$ cat src/rtl/dm_arb_pkg.sv
// Shared types and constants for the data-memory arbiter.
//   state_t           : sequencer state (IDLE, BUSY)
//   REQ_CPU / REQ_DBG : requester ids; bit index in the request vector
//   DEF_ADDR_W / DEF_DATA_W : default bus widths
package dm_arb_pkg;

  localparam int unsigned DEF_ADDR_W = 32;
  localparam int unsigned DEF_DATA_W = 32;

  typedef enum logic {
    IDLE = 1'b0,
    BUSY = 1'b1
  } state_t;

  localparam logic REQ_CPU = 1'b0;
  localparam logic REQ_DBG = 1'b1;

endpackage

$ cat src/rtl/dm_arbiter_if.sv
// Bus bundle between the two requesters (CPU, debug), the arbiter and the
// data memory.
//   cpu_* / dbg_* : request (req, we, addr, wdata) and response (gnt, done,
//                   rdata, err) per requester
//   address, dm_in, MemWrite, MemRead : arbiter -> memory
//   dm_out        : memory -> arbiter (combinational read data)
// Modports: slave = arbiter, master = requesters plus memory side.
interface dm_arbiter_if #(
  parameter int unsigned ADDR_W = dm_arb_pkg::DEF_ADDR_W,
  parameter int unsigned DATA_W = dm_arb_pkg::DEF_DATA_W
) ();

  logic              cpu_req;
  logic              cpu_we;
  logic [ADDR_W-1:0] cpu_addr;
  logic [DATA_W-1:0] cpu_wdata;
  logic              cpu_gnt;
  logic              cpu_done;
  logic [DATA_W-1:0] cpu_rdata;
  logic              cpu_err;

  logic              dbg_req;
  logic              dbg_we;
  logic [ADDR_W-1:0] dbg_addr;
  logic [DATA_W-1:0] dbg_wdata;
  logic              dbg_gnt;
  logic              dbg_done;
  logic [DATA_W-1:0] dbg_rdata;
  logic              dbg_err;

  logic [ADDR_W-1:0] address;
  logic [DATA_W-1:0] dm_in;
  logic [DATA_W-1:0] dm_out;
  logic              MemWrite;
  logic              MemRead;

  modport slave (
    input  cpu_req, cpu_we, cpu_addr, cpu_wdata,
    output cpu_gnt, cpu_done, cpu_rdata, cpu_err,
    input  dbg_req, dbg_we, dbg_addr, dbg_wdata,
    output dbg_gnt, dbg_done, dbg_rdata, dbg_err,
    output address, dm_in, MemWrite, MemRead,
    input  dm_out
  );

  modport master (
    output cpu_req, cpu_we, cpu_addr, cpu_wdata,
    input  cpu_gnt, cpu_done, cpu_rdata, cpu_err,
    output dbg_req, dbg_we, dbg_addr, dbg_wdata,
    input  dbg_gnt, dbg_done, dbg_rdata, dbg_err,
    input  address, dm_in, MemWrite, MemRead,
    output dm_out
  );

endinterface

$ cat src/rtl/rr_arb2.sv
// Two-way round-robin picker, purely combinational.
//   i_req[1:0]  : request vector, bit REQ_CPU / REQ_DBG
//   i_last      : id of the requester granted last
//   o_gnt_id_c  : id of the winner (meaningful when o_valid_c = 1)
//   o_valid_c   : at least one request present
module rr_arb2
  import dm_arb_pkg::*;
(
  input  logic [1:0] i_req,
  input  logic       i_last,
  output logic       o_gnt_id_c,
  output logic       o_valid_c
);

  // On a tie the requester that was not served last wins.
  always_comb begin
    o_valid_c  = |i_req;
    o_gnt_id_c = REQ_CPU;
    case (i_req)
      2'b01:   o_gnt_id_c = REQ_CPU;
      2'b10:   o_gnt_id_c = REQ_DBG;
      2'b11:   o_gnt_id_c = ~i_last;
      default: o_gnt_id_c = REQ_CPU;
    endcase
  end

endmodule

$ cat src/rtl/dm_arbiter.sv
// Two-requester arbiter / sequencer for the single-port data memory.
// Each accepted request is latched, driven onto the memory for one BUSY
// cycle, and completed with a registered done/rdata/err pulse.
//   clk, rst_n : clock, asynchronous active-low reset
//   bus        : dm_arbiter_if.slave (both requester ports + memory port)
// Optional feature: DM_ARB_ALIGN_CHECK_EN -- word accesses with addr[1:0] != 0
// are suppressed at the memory and completed with err = 1, rdata = 0.
module dm_arbiter
  import dm_arb_pkg::*;
#(
  parameter int unsigned ADDR_W = DEF_ADDR_W,
  parameter int unsigned DATA_W = DEF_DATA_W
) (
  input  logic        clk,
  input  logic        rst_n,
  dm_arbiter_if.slave bus
);

  state_t            r_state;
  state_t            w_state_nxt;

  // Latched transaction and arbitration history
  logic              r_last;
  logic              r_owner;
  logic              r_we;
  logic [ADDR_W-1:0] r_addr;
  logic [DATA_W-1:0] r_wdata;

  // Registered outputs
  logic              r_cpu_gnt;
  logic              r_dbg_gnt;
  logic              r_cpu_done;
  logic              r_dbg_done;
  logic              r_cpu_err;
  logic              r_dbg_err;
  logic [DATA_W-1:0] r_cpu_rdata;
  logic [DATA_W-1:0] r_dbg_rdata;
  logic              r_mem_we;
  logic              r_mem_re;

  // Next values of all registers
  logic              w_last_d;
  logic              w_owner_d;
  logic              w_we_d;
  logic [ADDR_W-1:0] w_addr_d;
  logic [DATA_W-1:0] w_wdata_d;
  logic              w_cpu_gnt_d;
  logic              w_dbg_gnt_d;
  logic              w_cpu_done_d;
  logic              w_dbg_done_d;
  logic              w_cpu_err_d;
  logic              w_dbg_err_d;
  logic [DATA_W-1:0] w_cpu_rdata_d;
  logic [DATA_W-1:0] w_dbg_rdata_d;
  logic              w_mem_we_d;
  logic              w_mem_re_d;

  logic              w_arb_id;
  logic              w_arb_valid;
  logic              w_sel_we;
  logic [ADDR_W-1:0] w_sel_addr;
  logic [DATA_W-1:0] w_sel_wdata;
  logic              w_sel_misalign;
  logic              w_busy_misalign;
  logic [DATA_W-1:0] w_load_data;

  rr_arb2 u_rr_arb2 (
    .i_req      ({bus.dbg_req, bus.cpu_req}),
    .i_last     (r_last),
    .o_gnt_id_c (w_arb_id),
    .o_valid_c  (w_arb_valid)
  );

  // Fields of the requester the picker selected
  assign w_sel_we    = (w_arb_id == REQ_DBG) ? bus.dbg_we    : bus.cpu_we;
  assign w_sel_addr  = (w_arb_id == REQ_DBG) ? bus.dbg_addr  : bus.cpu_addr;
  assign w_sel_wdata = (w_arb_id == REQ_DBG) ? bus.dbg_wdata : bus.cpu_wdata;

`ifdef DM_ARB_ALIGN_CHECK_EN
  assign w_sel_misalign  = |w_sel_addr[1:0];
  assign w_busy_misalign = |r_addr[1:0];
`else
  assign w_sel_misalign  = 1'b0;
  assign w_busy_misalign = 1'b0;
`endif

  // A rejected access returns zero instead of whatever the memory shows
  assign w_load_data = w_busy_misalign ? '0 : bus.dm_out;

  // State register
  always_ff @(posedge clk or negedge rst_n) begin
    if (!rst_n) r_state <= IDLE;
    else        r_state <= w_state_nxt;
  end

  // Next-state logic: every access is exactly one BUSY cycle
  always_comb begin
    w_state_nxt = r_state;
    case (r_state)
      IDLE:    if (w_arb_valid) w_state_nxt = BUSY;
      BUSY:    w_state_nxt = IDLE;
      default: w_state_nxt = IDLE;
    endcase
  end

  // Output / datapath next values
  always_comb begin
    w_last_d      = r_last;
    w_owner_d     = r_owner;
    w_we_d        = r_we;
    w_addr_d      = r_addr;
    w_wdata_d     = r_wdata;
    w_cpu_gnt_d   = 1'b0;
    w_dbg_gnt_d   = 1'b0;
    w_cpu_done_d  = 1'b0;
    w_dbg_done_d  = 1'b0;
    w_cpu_err_d   = 1'b0;
    w_dbg_err_d   = 1'b0;
    w_cpu_rdata_d = r_cpu_rdata;
    w_dbg_rdata_d = r_dbg_rdata;
    w_mem_we_d    = 1'b0;
    w_mem_re_d    = 1'b0;
    case (r_state)
      IDLE: begin
        if (w_arb_valid) begin
          w_last_d    = w_arb_id;
          w_owner_d   = w_arb_id;
          w_we_d      = w_sel_we;
          w_addr_d    = w_sel_addr;
          w_wdata_d   = w_sel_wdata;
          w_cpu_gnt_d = (w_arb_id == REQ_CPU);
          w_dbg_gnt_d = (w_arb_id == REQ_DBG);
          // Strobes are registered so they are live during the BUSY cycle
          w_mem_we_d  = w_sel_we & ~w_sel_misalign;
          w_mem_re_d  = ~w_sel_we & ~w_sel_misalign;
        end
      end
      BUSY: begin
        if (r_owner == REQ_DBG) begin
          w_dbg_done_d = 1'b1;
          w_dbg_err_d  = w_busy_misalign;
          if (!r_we || w_busy_misalign) w_dbg_rdata_d = w_load_data;
        end else begin
          w_cpu_done_d = 1'b1;
          w_cpu_err_d  = w_busy_misalign;
          if (!r_we || w_busy_misalign) w_cpu_rdata_d = w_load_data;
        end
      end
      default: ;
    endcase
  end

  // Datapath and output registers; last-winner resets to DBG so CPU wins the first tie
  always_ff @(posedge clk or negedge rst_n) begin
    if (!rst_n) begin
      r_last      <= REQ_DBG;
      r_owner     <= REQ_CPU;
      r_we        <= 1'b0;
      r_addr      <= '0;
      r_wdata     <= '0;
      r_cpu_gnt   <= 1'b0;
      r_dbg_gnt   <= 1'b0;
      r_cpu_done  <= 1'b0;
      r_dbg_done  <= 1'b0;
      r_cpu_err   <= 1'b0;
      r_dbg_err   <= 1'b0;
      r_cpu_rdata <= '0;
      r_dbg_rdata <= '0;
      r_mem_we    <= 1'b0;
      r_mem_re    <= 1'b0;
    end else begin
      r_last      <= w_last_d;
      r_owner     <= w_owner_d;
      r_we        <= w_we_d;
      r_addr      <= w_addr_d;
      r_wdata     <= w_wdata_d;
      r_cpu_gnt   <= w_cpu_gnt_d;
      r_dbg_gnt   <= w_dbg_gnt_d;
      r_cpu_done  <= w_cpu_done_d;
      r_dbg_done  <= w_dbg_done_d;
      r_cpu_err   <= w_cpu_err_d;
      r_dbg_err   <= w_dbg_err_d;
      r_cpu_rdata <= w_cpu_rdata_d;
      r_dbg_rdata <= w_dbg_rdata_d;
      r_mem_we    <= w_mem_we_d;
      r_mem_re    <= w_mem_re_d;
    end
  end

  assign bus.cpu_gnt   = r_cpu_gnt;
  assign bus.cpu_done  = r_cpu_done;
  assign bus.cpu_rdata = r_cpu_rdata;
  assign bus.cpu_err   = r_cpu_err;
  assign bus.dbg_gnt   = r_dbg_gnt;
  assign bus.dbg_done  = r_dbg_done;
  assign bus.dbg_rdata = r_dbg_rdata;
  assign bus.dbg_err   = r_dbg_err;
  assign bus.address   = r_addr;
  assign bus.dm_in     = r_wdata;
  assign bus.MemWrite  = r_mem_we;
  assign bus.MemRead   = r_mem_re;

endmodule
$ cat src/flat_wrapper.sv
// flat-port wrapper written by rule: the top's interface ports become plain ports
module dm_arbiter_flat import dm_arb_pkg::*;
#(
  parameter int unsigned ADDR_W = DEF_ADDR_W,
  parameter int unsigned DATA_W = DEF_DATA_W
)
  (clk, rst_n, bus_cpu_req, bus_cpu_we, bus_cpu_addr, bus_cpu_wdata, bus_cpu_gnt, bus_cpu_done, bus_cpu_rdata, bus_cpu_err, bus_dbg_req, bus_dbg_we, bus_dbg_addr, bus_dbg_wdata, bus_dbg_gnt, bus_dbg_done, bus_dbg_rdata, bus_dbg_err, bus_address, bus_dm_in, bus_MemWrite, bus_MemRead, bus_dm_out);
  dm_arbiter_if #(.ADDR_W(ADDR_W), .DATA_W(DATA_W)) bus_i ();
  input  logic clk;
  input  logic rst_n;
  input wire logic [$bits(bus_i.cpu_req)-1:0] bus_cpu_req;
  input wire logic [$bits(bus_i.cpu_we)-1:0] bus_cpu_we;
  input wire logic [$bits(bus_i.cpu_addr)-1:0] bus_cpu_addr;
  input wire logic [$bits(bus_i.cpu_wdata)-1:0] bus_cpu_wdata;
  output wire logic [$bits(bus_i.cpu_gnt)-1:0] bus_cpu_gnt;
  output wire logic [$bits(bus_i.cpu_done)-1:0] bus_cpu_done;
  output wire logic [$bits(bus_i.cpu_rdata)-1:0] bus_cpu_rdata;
  output wire logic [$bits(bus_i.cpu_err)-1:0] bus_cpu_err;
  input wire logic [$bits(bus_i.dbg_req)-1:0] bus_dbg_req;
  input wire logic [$bits(bus_i.dbg_we)-1:0] bus_dbg_we;
  input wire logic [$bits(bus_i.dbg_addr)-1:0] bus_dbg_addr;
  input wire logic [$bits(bus_i.dbg_wdata)-1:0] bus_dbg_wdata;
  output wire logic [$bits(bus_i.dbg_gnt)-1:0] bus_dbg_gnt;
  output wire logic [$bits(bus_i.dbg_done)-1:0] bus_dbg_done;
  output wire logic [$bits(bus_i.dbg_rdata)-1:0] bus_dbg_rdata;
  output wire logic [$bits(bus_i.dbg_err)-1:0] bus_dbg_err;
  output wire logic [$bits(bus_i.address)-1:0] bus_address;
  output wire logic [$bits(bus_i.dm_in)-1:0] bus_dm_in;
  output wire logic [$bits(bus_i.MemWrite)-1:0] bus_MemWrite;
  output wire logic [$bits(bus_i.MemRead)-1:0] bus_MemRead;
  input wire logic [$bits(bus_i.dm_out)-1:0] bus_dm_out;
  assign bus_i.cpu_req = bus_cpu_req;
  assign bus_i.cpu_we = bus_cpu_we;
  assign bus_i.cpu_addr = bus_cpu_addr;
  assign bus_i.cpu_wdata = bus_cpu_wdata;
  assign bus_cpu_gnt = bus_i.cpu_gnt;
  assign bus_cpu_done = bus_i.cpu_done;
  assign bus_cpu_rdata = bus_i.cpu_rdata;
  assign bus_cpu_err = bus_i.cpu_err;
  assign bus_i.dbg_req = bus_dbg_req;
  assign bus_i.dbg_we = bus_dbg_we;
  assign bus_i.dbg_addr = bus_dbg_addr;
  assign bus_i.dbg_wdata = bus_dbg_wdata;
  assign bus_dbg_gnt = bus_i.dbg_gnt;
  assign bus_dbg_done = bus_i.dbg_done;
  assign bus_dbg_rdata = bus_i.dbg_rdata;
  assign bus_dbg_err = bus_i.dbg_err;
  assign bus_address = bus_i.address;
  assign bus_dm_in = bus_i.dm_in;
  assign bus_MemWrite = bus_i.MemWrite;
  assign bus_MemRead = bus_i.MemRead;
  assign bus_i.dm_out = bus_dm_out;
  dm_arbiter #(.ADDR_W(ADDR_W), .DATA_W(DATA_W)) u_core (.clk(clk), .rst_n(rst_n), .bus(bus_i));
endmodule
$ cat config.mk
export PLATFORM = sky130hd
export DESIGN_NAME = dm_arbiter_flat
export DESIGN_NICKNAME = d
export VERILOG_FILES = /design/src/rtl/dm_arb_pkg.sv /design/src/rtl/dm_arbiter_if.sv /design/src/rtl/rr_arb2.sv /design/src/rtl/dm_arbiter.sv /design/src/flat_wrapper.sv
export SDC_FILE = /design/constraint.sdc
export NUM_CORES = 1
export LEC_CHECK = 0
export ABC_AREA = 1
export BUFFER_PORTS_ARGS = -buffer_cell sky130_fd_sc_hd__buf_4
export CORE_AREA = 2 2 104 156
export DETAILED_ROUTE_END_ITERATION = 8
export DIE_AREA = 0 0 106 158
export MAX_ROUTING_LAYER = met4
export PLACE_DENSITY_LB_ADDON = 0.15
export SLEW_MARGIN = 25
export SYNTH_ARGS = -nofsm -noshare
export SYNTH_HDL_FRONTEND = slang
export SYNTH_SLANG_ARGS = --single-unit
$ cat constraint.sdc
create_clock -name clk -period 3.3 [get_ports clk]
set_input_delay 0.495 -clock clk [delete_from_list [all_inputs] [get_ports clk]]
set_output_delay 0.495 -clock clk [all_outputs]
set_load 0.01 [all_outputs]
==> results of run 1 <==
synthesized netlist by cell type, drive strengths merged:
library cell,number,area share [%]
nor2,5,0.35
dfstp,1,0.44
buf,36,4.3
nand3,129,11
nand3b,1,0.13
nand2,139,8.7
inv,37,2.3
or2,1,0.10
a21oi,2,0.17
conb,1,0.062
clkbuf,22,1.4
nand4,64,6.7
o21ai,65,7.6
dfrtp,137,57
sequential cells by signal (all words and copies together), names as in the netlist, 32 cells and up:
name / cells
u_core.bus.dm_in: 32
u_core.bus.dbg_rdata: 32
u_core.bus.cpu_rdata: 32
u_core.bus.address: 32
metal layers:
| layer | share of wire [%] | wire [µm] |
|---|---|---|
| met3 | 7.2 | 1350 |
| met4 | 2.1 | 396 |
| met5 | 0 | 0 |
| met1 | 40 | 7390 |
| met2 | 51 | 9440 |
stage by stage:
step / cell area (µm²) / instances / util (%) / hold WS [ns] / worst slack [ns]
4_1_cts: 8880 / 1129 / 57.4 / 0.159 / 1.56
3_5_place_dp: 8290 / 1097 / 53.5 / 0.469 / 1.49
6_report: 8890 / 1129 / 57.4 / 0.114 / 1.59
5_1_grt: 8890 / 1129 / 57.4 / 0.180 / 1.48
2_1_floorplan: 6010 / 641 / - / 0.199 / 1.94
3_3_place_gp: 8290 / 1097 / 53.5 / 0.467 / 1.51
power by group through the flow:
stage	registers, mW	logic [mW]	clock network [mW]
2_1_floorplan	2.88	0.805	0
3_3_place_gp	2.61	2.35	0
3_5_place_dp	2.62	2.38	0
4_1_cts	2.61	2.38	1.95
5_1_grt	2.67	2.57	2.04
6_report	2.61	2.34	1.91
path summary, 6_finish.rpt:
path / from / slack, ns / cells past startpoint / endpoint
worst max-delay path: u_core.r_state$_DFF_PN0_ / 1.59 / 5 / u_core.bus.dbg_rdata[26]$_DFFE_PN0P_
worst min-delay path: rst_n / 0.11 / 1 / u_core.bus.cpu_rdata[7]$_DFFE_PN0P_
worst max register to register: u_core.r_state$_DFF_PN0_ / 1.59 / 5 / u_core.bus.dbg_rdata[26]$_DFFE_PN0P_
worst min register to register: u_core.bus.dbg_rdata[9]$_DFFE_PN0P_ / 0.48 / 2 / u_core.bus.dbg_rdata[9]$_DFFE_PN0P_
max in group asynchronous: rst_n / 2.40 / 2 / u_core.bus.address[4]$_DFFE_PN0P_
min in group clk: bus_cpu_wdata[4] / 0.31 / 3 / u_core.bus.dm_in[4]$_DFFE_PN0P_
cell families (layout without fill, tap and decap cells):
group           Yosys count  count (layout)  share of synthesized area (%)
buf+inv                  95             380                           7.96
compound gates           67              67                           7.77
flops                   138             138                           57.5
simple gates            339             339                           26.7
other cells               1               2                         0.0624
layout make-up:
type | instances | area [µm²]
fill | 1461 | 6600
sequential | 138 | 3450
timing repair buffer | 311 | 2350
multi-input combinational | 408 | 2090
clock buffer | 20 | 467
tap | 203 | 254
inverter | 37 | 139
clock inverter | 12 | 128
==> metrics.csv, run 1 <==
metric,value,unit
clock_skew,0.0104,ns
holdCritPathClass,primary input to async pin,
power.leakage,4.60,nW
cp_data_required_time,3.58,ns
dieHeight,158,µm
drtIter0Drc,326,
final_common_cell,buf_4,
cts_hold_buf,0,
layout_common_cells,"309 x buf_4, 137 x dfrtp_1, 136 x nand2_1",
grt_pass1_wl,28600,µm
crit_path_start_kind,register,
synth_seq_cells,138,
cp.arrival,1.99,ns
seq_area_frac_synth,57.5,%
path_clk_slew,0.06,ns
grt_pass1_vias,5431,
worstMarginPinSlew,0.793,ns
port_buffers,299,
synth_cells,640,
slew_headroom,47.1,%
grt_start_max_net_pins,85,
cts_root_buf,clkbuf_16,
initial_utilization,38.8,%
cp.buffers_inverters,1,
drt.antenna.violating_nets,0,
yosysUniqueCellTypes,19,
internal-power,4.57,mW
avgSynthCellArea,9.38,µm²
top_level_ports,302,
cp-end-kind,register,
finalCritPeriodShare,51.9,%
cp_max_fo,27,
period_needed,1.71,ns
combinationalPowerShare,34.2,%
power_frac_seq,38.0,%
rsz0062_at_grt,false,
finalSetupViolCount,0,
gr-usage-met2,36.3,%
grt_usage,22.6,%
hold_violations,0,
yosysWarnings,0,
p_switching,2.28,mW
critPathKind,register to register,
path_delay_family,simple AND/OR/NAND/NOR gates,
first_pass_iters,5,
synth_area,6010,µm²
cts_buffer_depth,2,
wl_per_cell,16.4,µm
grt_use_met3,5.23,%
cts_made_buffers,17,
tns,0,ns
timing.max_cap.violations,0,
clock.fmax,584,MHz
post-route-drc-count,0,
drive_above_1_share,41.4,%
cts.sinks,138,
die_area,16700,µm²
power_switching_share,33.3,%
routabilityCongestion,0.782,
htreeDepth,4,
vias_per_cell,5.03,
dp_hpwl,12800,µm
crit_slowest_cell,dfrtp_1,
clock_latency,0.41,ns
syn2layout_area_growth,48.0,%
status,"complete, no violations",
slowest_delay,0.53,ns
crit_chain,nand2_1 > or2_2 > buf_4 > nand2_1 > o21ai_2,
crit_top_cell,nand2_1,
drt_wl_total,18600,µm
met1_usage,28.1,%
clkPwrFrac,27.8,%
drv_slew,0,
rows,56,
max-vdd-ir-drop,0.344,mV
die_w,106,µm
totalPowerFinal,6.85,mW
cts_resized,0,
vias,5676,
core_area,15500,µm²
tritoncts,yes,
powerDensity,771,nW/µm²
grt_overflow,0,
postCtsSetupRepairBufs,0,
nets,1079,
num_antenna_cells,0,
grt-busiest-layer,met2,
antenna_found_initial,0,
(Power assumes the default switching activity.)
==> inputs of run 2 (changes only) <==
==> constraint.sdc (replaced) <==
create_clock -name clk -period 1.7 [get_ports clk]
set_input_delay 0.255 -clock clk [delete_from_list [all_inputs] [get_ports clk]]
set_output_delay 0.255 -clock clk [all_outputs]
set_load 0.01 [all_outputs]
==> run 2 against run 1 <==
Effect of this change: critical path type unchanged; global-route usage grew 0.91 points; clock-buffer cell count decreased by 1; sequential share of layout area is 0.70 points lower; combinational power up 97%; clock skew decreased by 0.00088 ns; critical path depth increased by 1.
==> metrics.csv, run 2 (synthesis results as in run 1) <==
metric,value,unit,change
crit_chain,buf_4 > nand2_1 > or2_2 > buf_12 > nand2_1 > o21ai_2,,
whs,0.0749,ns,-0.0390 ns
cp-end-kind,register,,
grt_usage,23.5,%,+0.91 points
max-vdd-ir-drop,0.662,mV,+93%
first_pass_iters,5,,unchanged
drive_above_1_share,41.6,%,+0.23 points
cts.sinks,138,,unchanged
postCtsSetupRepairBufs,0,,unchanged
cts_made_buffers,17,,unchanged
port_buffers,299,,unchanged
status,"complete, no violations",,
layout_common_cells,"306 x buf_4, 137 x dfrtp_1, 136 x nand2_1",,
die_w,106,µm,unchanged
grt_pass1_vias,5834,,+7.4%
grt_pass1_wl,29900,µm,+4.4%
crit_path_start_kind,register,,
totalPowerFinal,13.5,mW,+97%
critPathKind,register to register,,
drt.antenna.violating_nets,0,,unchanged
crit_slowest_cell,dfrtp_1,,
drv_slew,0,,unchanged
cts_buffer_depth,2,,unchanged
dp.cells,1102,,+0.46%
holdCritPathClass,primary input to register,,
cp_max_fo,64,,+140%
vias_per_cell,5.05,,+0.43%
slew_headroom,42.0,%,-5.2 points
initial_utilization,38.8,%,unchanged
clock_latency,0.40,ns,about the same
cp.arrival,1.84,ns,-0.15 ns
top_level_ports,302,,unchanged
htreeDepth,4,,unchanged
path_clk_slew,0.06,ns,about the same
tritoncts,yes,,
syn2layout_area_growth,50.7,%,
core_area,15500,µm²,unchanged
finalCritPeriodShare,91.6,%,+40 points
powerDensity,1490,nW/µm²,+94%
grt_start_max_net_pins,70,,-18%
grt_overflow,0,,unchanged
rows,56,,unchanged
tns,0,ns,unchanged
finalSetupViolCount,0,,unchanged
nets,1086,,+0.65%
vias,5736,,+1.1%
clock_skew,0.00956,ns,-0.000877 ns
clock.fmax,642,MHz,+9.9%
drtIter0Drc,365,,+12%
power.leakage,4.67,nW,+1.4%
post-route-drc-count,0,,unchanged
routabilityCongestion,0.816,,+4.3%
dieHeight,158,µm,unchanged
crit_top_cell,nand2_1,,
worstMarginPinSlew,0.869,ns,+0.0765 ns
timing.max_cap.violations,0,,unchanged
die_area,16700,µm²,unchanged
slowest_delay,0.47,ns,-0.06 ns
dp_hpwl,13000,µm,+2.0%
final_common_cell,buf_4,,
cts_root_buf,clkbuf_16,,
path_delay_family,simple AND/OR/NAND/NOR gates,,
drt_wl_total,19300,µm,+3.7%
period_needed,1.56,ns,-0.154 ns
final_cell_count_no_fill,1136,,+0.62%
fin_ws,0.142,ns,-1.45 ns
cp.buffers_inverters,2,,+1
cp_data_required_time,1.99,ns,-1.59 ns
num_antenna_cells,0,,unchanged
antenna_found_initial,0,,unchanged
rsz0062_at_grt,false,,
wl_per_cell,17.0,µm,+3.0%
hold_violations,0,,unchanged
pre_cts_ws,0.0400,ns,-1.45 ns
==> run 2: area by class of cell <==
cell class | count | area [µm²]
repair buffers | 317 | 2500
fillers | 1443 | 6430
clock buffers | 19 | 443
multi-input cells | 409 | 2100
flip-flops and latches | 138 | 3450
inverters | 37 | 139
well taps | 203 | 254
clock inverters | 13 | 166
==> run 2: per-layer routing <==
metal,GRT usage [%],vias to the layer above,part of all wire (%)
met5,-,-,0
met4,9.71,0,2.4
met3,4.78,28,6.9
met2,37.8,269,51
met1,29.1,2697,39
li1,-,2742,-
==> run 2: path summary, 6_finish.rpt <==
check | cells past startpoint | slack (ns) | endpoint | start
max in group asynchronous | 3 | 0.77 | u_core.bus.dm_in[18]$_DFFE_PN0P_ | rst_n
setup reg to reg | 6 | 0.14 | u_core.bus.dbg_rdata[0]$_DFFE_PN0P_ | u_core.r_state$_DFF_PN0_
setup / recovery | 6 | 0.14 | u_core.bus.dbg_rdata[0]$_DFFE_PN0P_ | u_core.r_state$_DFF_PN0_
min in group asynchronous | 2 | 0.33 | u_core.bus.cpu_rdata[7]$_DFFE_PN0P_ | rst_n
hold / removal | 3 | 0.07 | u_core.bus.address[19]$_DFFE_PN0P_ | bus_cpu_addr[19]
hold reg to reg | 2 | 0.48 | u_core.bus.dbg_rdata[7]$_DFFE_PN0P_ | u_core.bus.dbg_rdata[7]$_DFFE_PN0P_
==> run 2: repair_timing <==
action                     4_1_cts  5_1_grt
hold endpoints to repair        34        0
gates resized for setup          0        0
hold buffers                     1        0
setup endpoints to repair        0       32
==> run 2: metrics by stage <==
stage          instance area [µm²]  utilization [%]
2_1_floorplan                 6010                -
3_3_place_gp                  8430             54.4
3_5_place_dp                  8430             54.4
4_1_cts                       9040             58.4
5_1_grt                       9050             58.5
6_report                      9050             58.5
==> run 2: report_power, final <==
part	switching, mW	internal [mW]
logic	2.29	2.33
clock network	1.45	2.36
registers	0.658	4.42
==> run 2: tightest hold or removal path, stage by stage <==
cell,delay [ns]
buf_4,0.08
nand3_1,0.06
nand3_1,0.06
==> inputs of run 3 (changes only) <==
--- a/config.mk
+++ b/config.mk
@@ -7,9 +7,9 @@
 export LEC_CHECK = 0
 export ABC_AREA = 1
 export BUFFER_PORTS_ARGS = -buffer_cell sky130_fd_sc_hd__buf_4
-export CORE_AREA = 2 2 104 156
+export CORE_AREA = 2 2 177 92
 export DETAILED_ROUTE_END_ITERATION = 8
-export DIE_AREA = 0 0 106 158
+export DIE_AREA = 0 0 179 94
 export MAX_ROUTING_LAYER = met4
 export PLACE_DENSITY_LB_ADDON = 0.15
 export SLEW_MARGIN = 25
==> constraint.sdc (replaced) <==
create_clock -name clk -period 1.6 [get_ports clk]
set_input_delay 0.24 -clock clk [delete_from_list [all_inputs] [get_ports clk]]
set_output_delay 0.24 -clock clk [all_outputs]
set_load 0.01 [all_outputs]
==> run 3 against run 2 <==
Effect of this change: critical path depth fell by 1; maximum frequency up 7.5%; hold slack got worse by 0.017 ns; final cell count hardly changed; core utilization rose by 0.93 points; sequential share of layout area increased by 0.17 points; via count fell by 0.17%; register-to-register slack is essentially flat; flip-flop and latch count unchanged; total power rose by 3.8%.
==> metrics.csv, run 3 (synthesis results as in run 1) <==
metric,value,unit,change
post-route-drc-count,0,,unchanged
rr_worst_depth,5,,-1
rows,32,,-43%
path_clk_slew,0.07,ns,about the same
period_needed,1.45,ns,-0.109 ns
drv_slew,0,,unchanged
vias_per_cell,5.04,,-0.26%
finalInstanceArea,9010,µm²,-0.44%
first_pass_iters,5,,unchanged
htreeDepth,4,,unchanged
cp_data_required_time,1.88,ns,-0.11 ns
r2r_start,u_core.r_state$_DFF_PN0_,,
holdCritPathClass,primary input to register,,
layout_common_cells,"306 x buf_4, 137 x dfrtp_1, 136 x nand2_1",,
hold_violations,0,,unchanged
nets,1086,,unchanged
finalCritPeriodShare,90.6,%,-1.1 points
cts_resized,0,,unchanged
cp_max_fo,64,,unchanged
reg2reg_to,u_core.bus.dbg_rdata[4]$_DFFE_PN0P_,,
hold_start,bus_cpu_addr[14],,
grt_start_max_net_pins,65,,-7.1%
final_common_cell,buf_4,,
timing.max_cap.violations,0,,unchanged
max-vdd-ir-drop,0.890,mV,+34%
grt_pass1_wl,28600,µm,-4.3%
tns,0,ns,unchanged
wl_per_cell,16.2,µm,-4.7%
rsz0062_at_grt,false,,
crit_path_start_kind,register,,
drt_wl_total,18400,µm,-4.6%
postCtsSetupRepairBufs,0,,unchanged
final_cell_count_no_fill,1137,,+0.088%
antenna_found_initial,0,,unchanged
routabilityCongestion,0.823,,+0.86%
totalPowerFinal,14.0,mW,+3.8%
pre_cts_ws,0.200,ns,+0.160 ns
hold_path_depth,3,,unchanged
die_w,179,µm,+69%
critPathKind,register to register,,
initial_utilization,39.6,%,+0.79 points
dp.cells,1104,,+0.18%
syn2layout_area_growth,50.0,%,
drt.antenna.violating_nets,0,,unchanged
cts_root_buf,clkbuf_16,,
min_to,u_core.bus.address[14]$_DFFE_PN0P_,,
clock_latency,0.41,ns,about the same
grt_usage,22.6,%,-0.94 points
finalSetupViolCount,0,,unchanged
placed_cell_area,8450,µm²,+0.25%
reg2reg_slack,0.15,ns,about the same
fin_ws,0.151,ns,+0.00887 ns
cts_made_buffers,17,,unchanged
cts_hold_buf,1,,unchanged
port_buffers,299,,unchanged
cts.sinks,138,,unchanged
grt_overflow,0,,unchanged
drive_above_1_share,41.4,%,-0.21 points
tritoncts,yes,,
vias,5726,,-0.17%
power.leakage,4.64,nW,-0.53%
top_level_ports,302,,unchanged
die_area,16800,µm²,+0.47%
dieHeight,94,µm,-41%
status,"complete, no violations",,
grt_pass1_vias,5562,,-4.7%
powerDensity,1560,nW/µm²,+4.3%
cts_buffer_depth,2,,unchanged
cp-end-kind,register,,
core_area,15200,µm²,-2.0%
num_antenna_cells,0,,unchanged
drtIter0Drc,412,,+13%
clock_skew,0.0126,ns,+0.00306 ns
cp.arrival,1.73,ns,-0.11 ns
clock.fmax,690,MHz,+7.5%
dp_hpwl,12800,µm,-1.8%
## run 3: cell types whose count changed in the layout (fill, tap and decap cells not counted), sizes merged
cell / change
nor2: -1
clkinv: -2
inv: +2
clkbuf: +1
clkinvlp: +1
bufinv: -2
buf: +1
## run 3: how the worst max path moves through the flow
stage,from,end,slack [ns],cells past startpoint
after detailed placement,u_core.r_state$_DFF_PN0_,u_core.bus.dbg_rdata[22]$_DFFE_PN0P_,0.20,5
after CTS,u_core.r_state$_DFF_PN0_,u_core.bus.dbg_rdata[14]$_DFFE_PN0P_,0.19,5
after global placement,u_core.r_state$_DFF_PN0_,u_core.bus.dbg_rdata[22]$_DFFE_PN0P_,0.23,5
after floorplan,u_core.r_last$_DFFE_PN1P_,u_core.bus.address[25]$_DFFE_PN0P_,0.39,5
final,u_core.r_state$_DFF_PN0_,u_core.bus.dbg_rdata[4]$_DFFE_PN0P_,0.15,5
after global routing,u_core.r_state$_DFF_PN0_,u_core.bus.dbg_rdata[4]$_DFFE_PN0P_,0.04,5
## run 3: power by group
| group | switching (mW) | leakage, nW | internal, mW |
|---|---|---|---|
| Sequential | 0.713 | 1.69 | 4.70 |
| Combinational | 2.43 | 2.69 | 2.49 |
| Clock | 1.54 | 0.258 | 2.16 |
## run 3: critical path, stage by stage, from the launching register on
cell and delay (ns):
dfrtp_1 0.47, nand2_1 0.10, or2_2 0.31, buf_12 0.20, nand2_1 0.13, o21ai_2 0.06
## run 3: layout make-up
class / count / area (µm²)
Sequential cell: 138 / 3450
Tap cell: 204 / 255
Fill cell: 1378 / 6160
Clock buffer: 20 / 437
Multi-Input combinational cell: 408 / 2090
Clock inverter: 12 / 118
Inverter: 37 / 139
Timing Repair Buffer: 318 / 2520
## run 3: through the flow
stage | hold slack, ns | utilization [%]
after CTS | 0.0513 | 59.4
final | 0.0580 | 59.4
after global routing | 0.0512 | 59.4
after floorplan | -0.0556 | -
after detailed placement | 0.248 | 55.7
after global placement | 0.249 | 55.7
## run 3: per-layer routing
layer  share of wire [%]  track usage, %
met1                  42            28.5
met2                  50            36.7
met3                 6.1            4.53
met4                 1.9            7.59
met5                   0               -
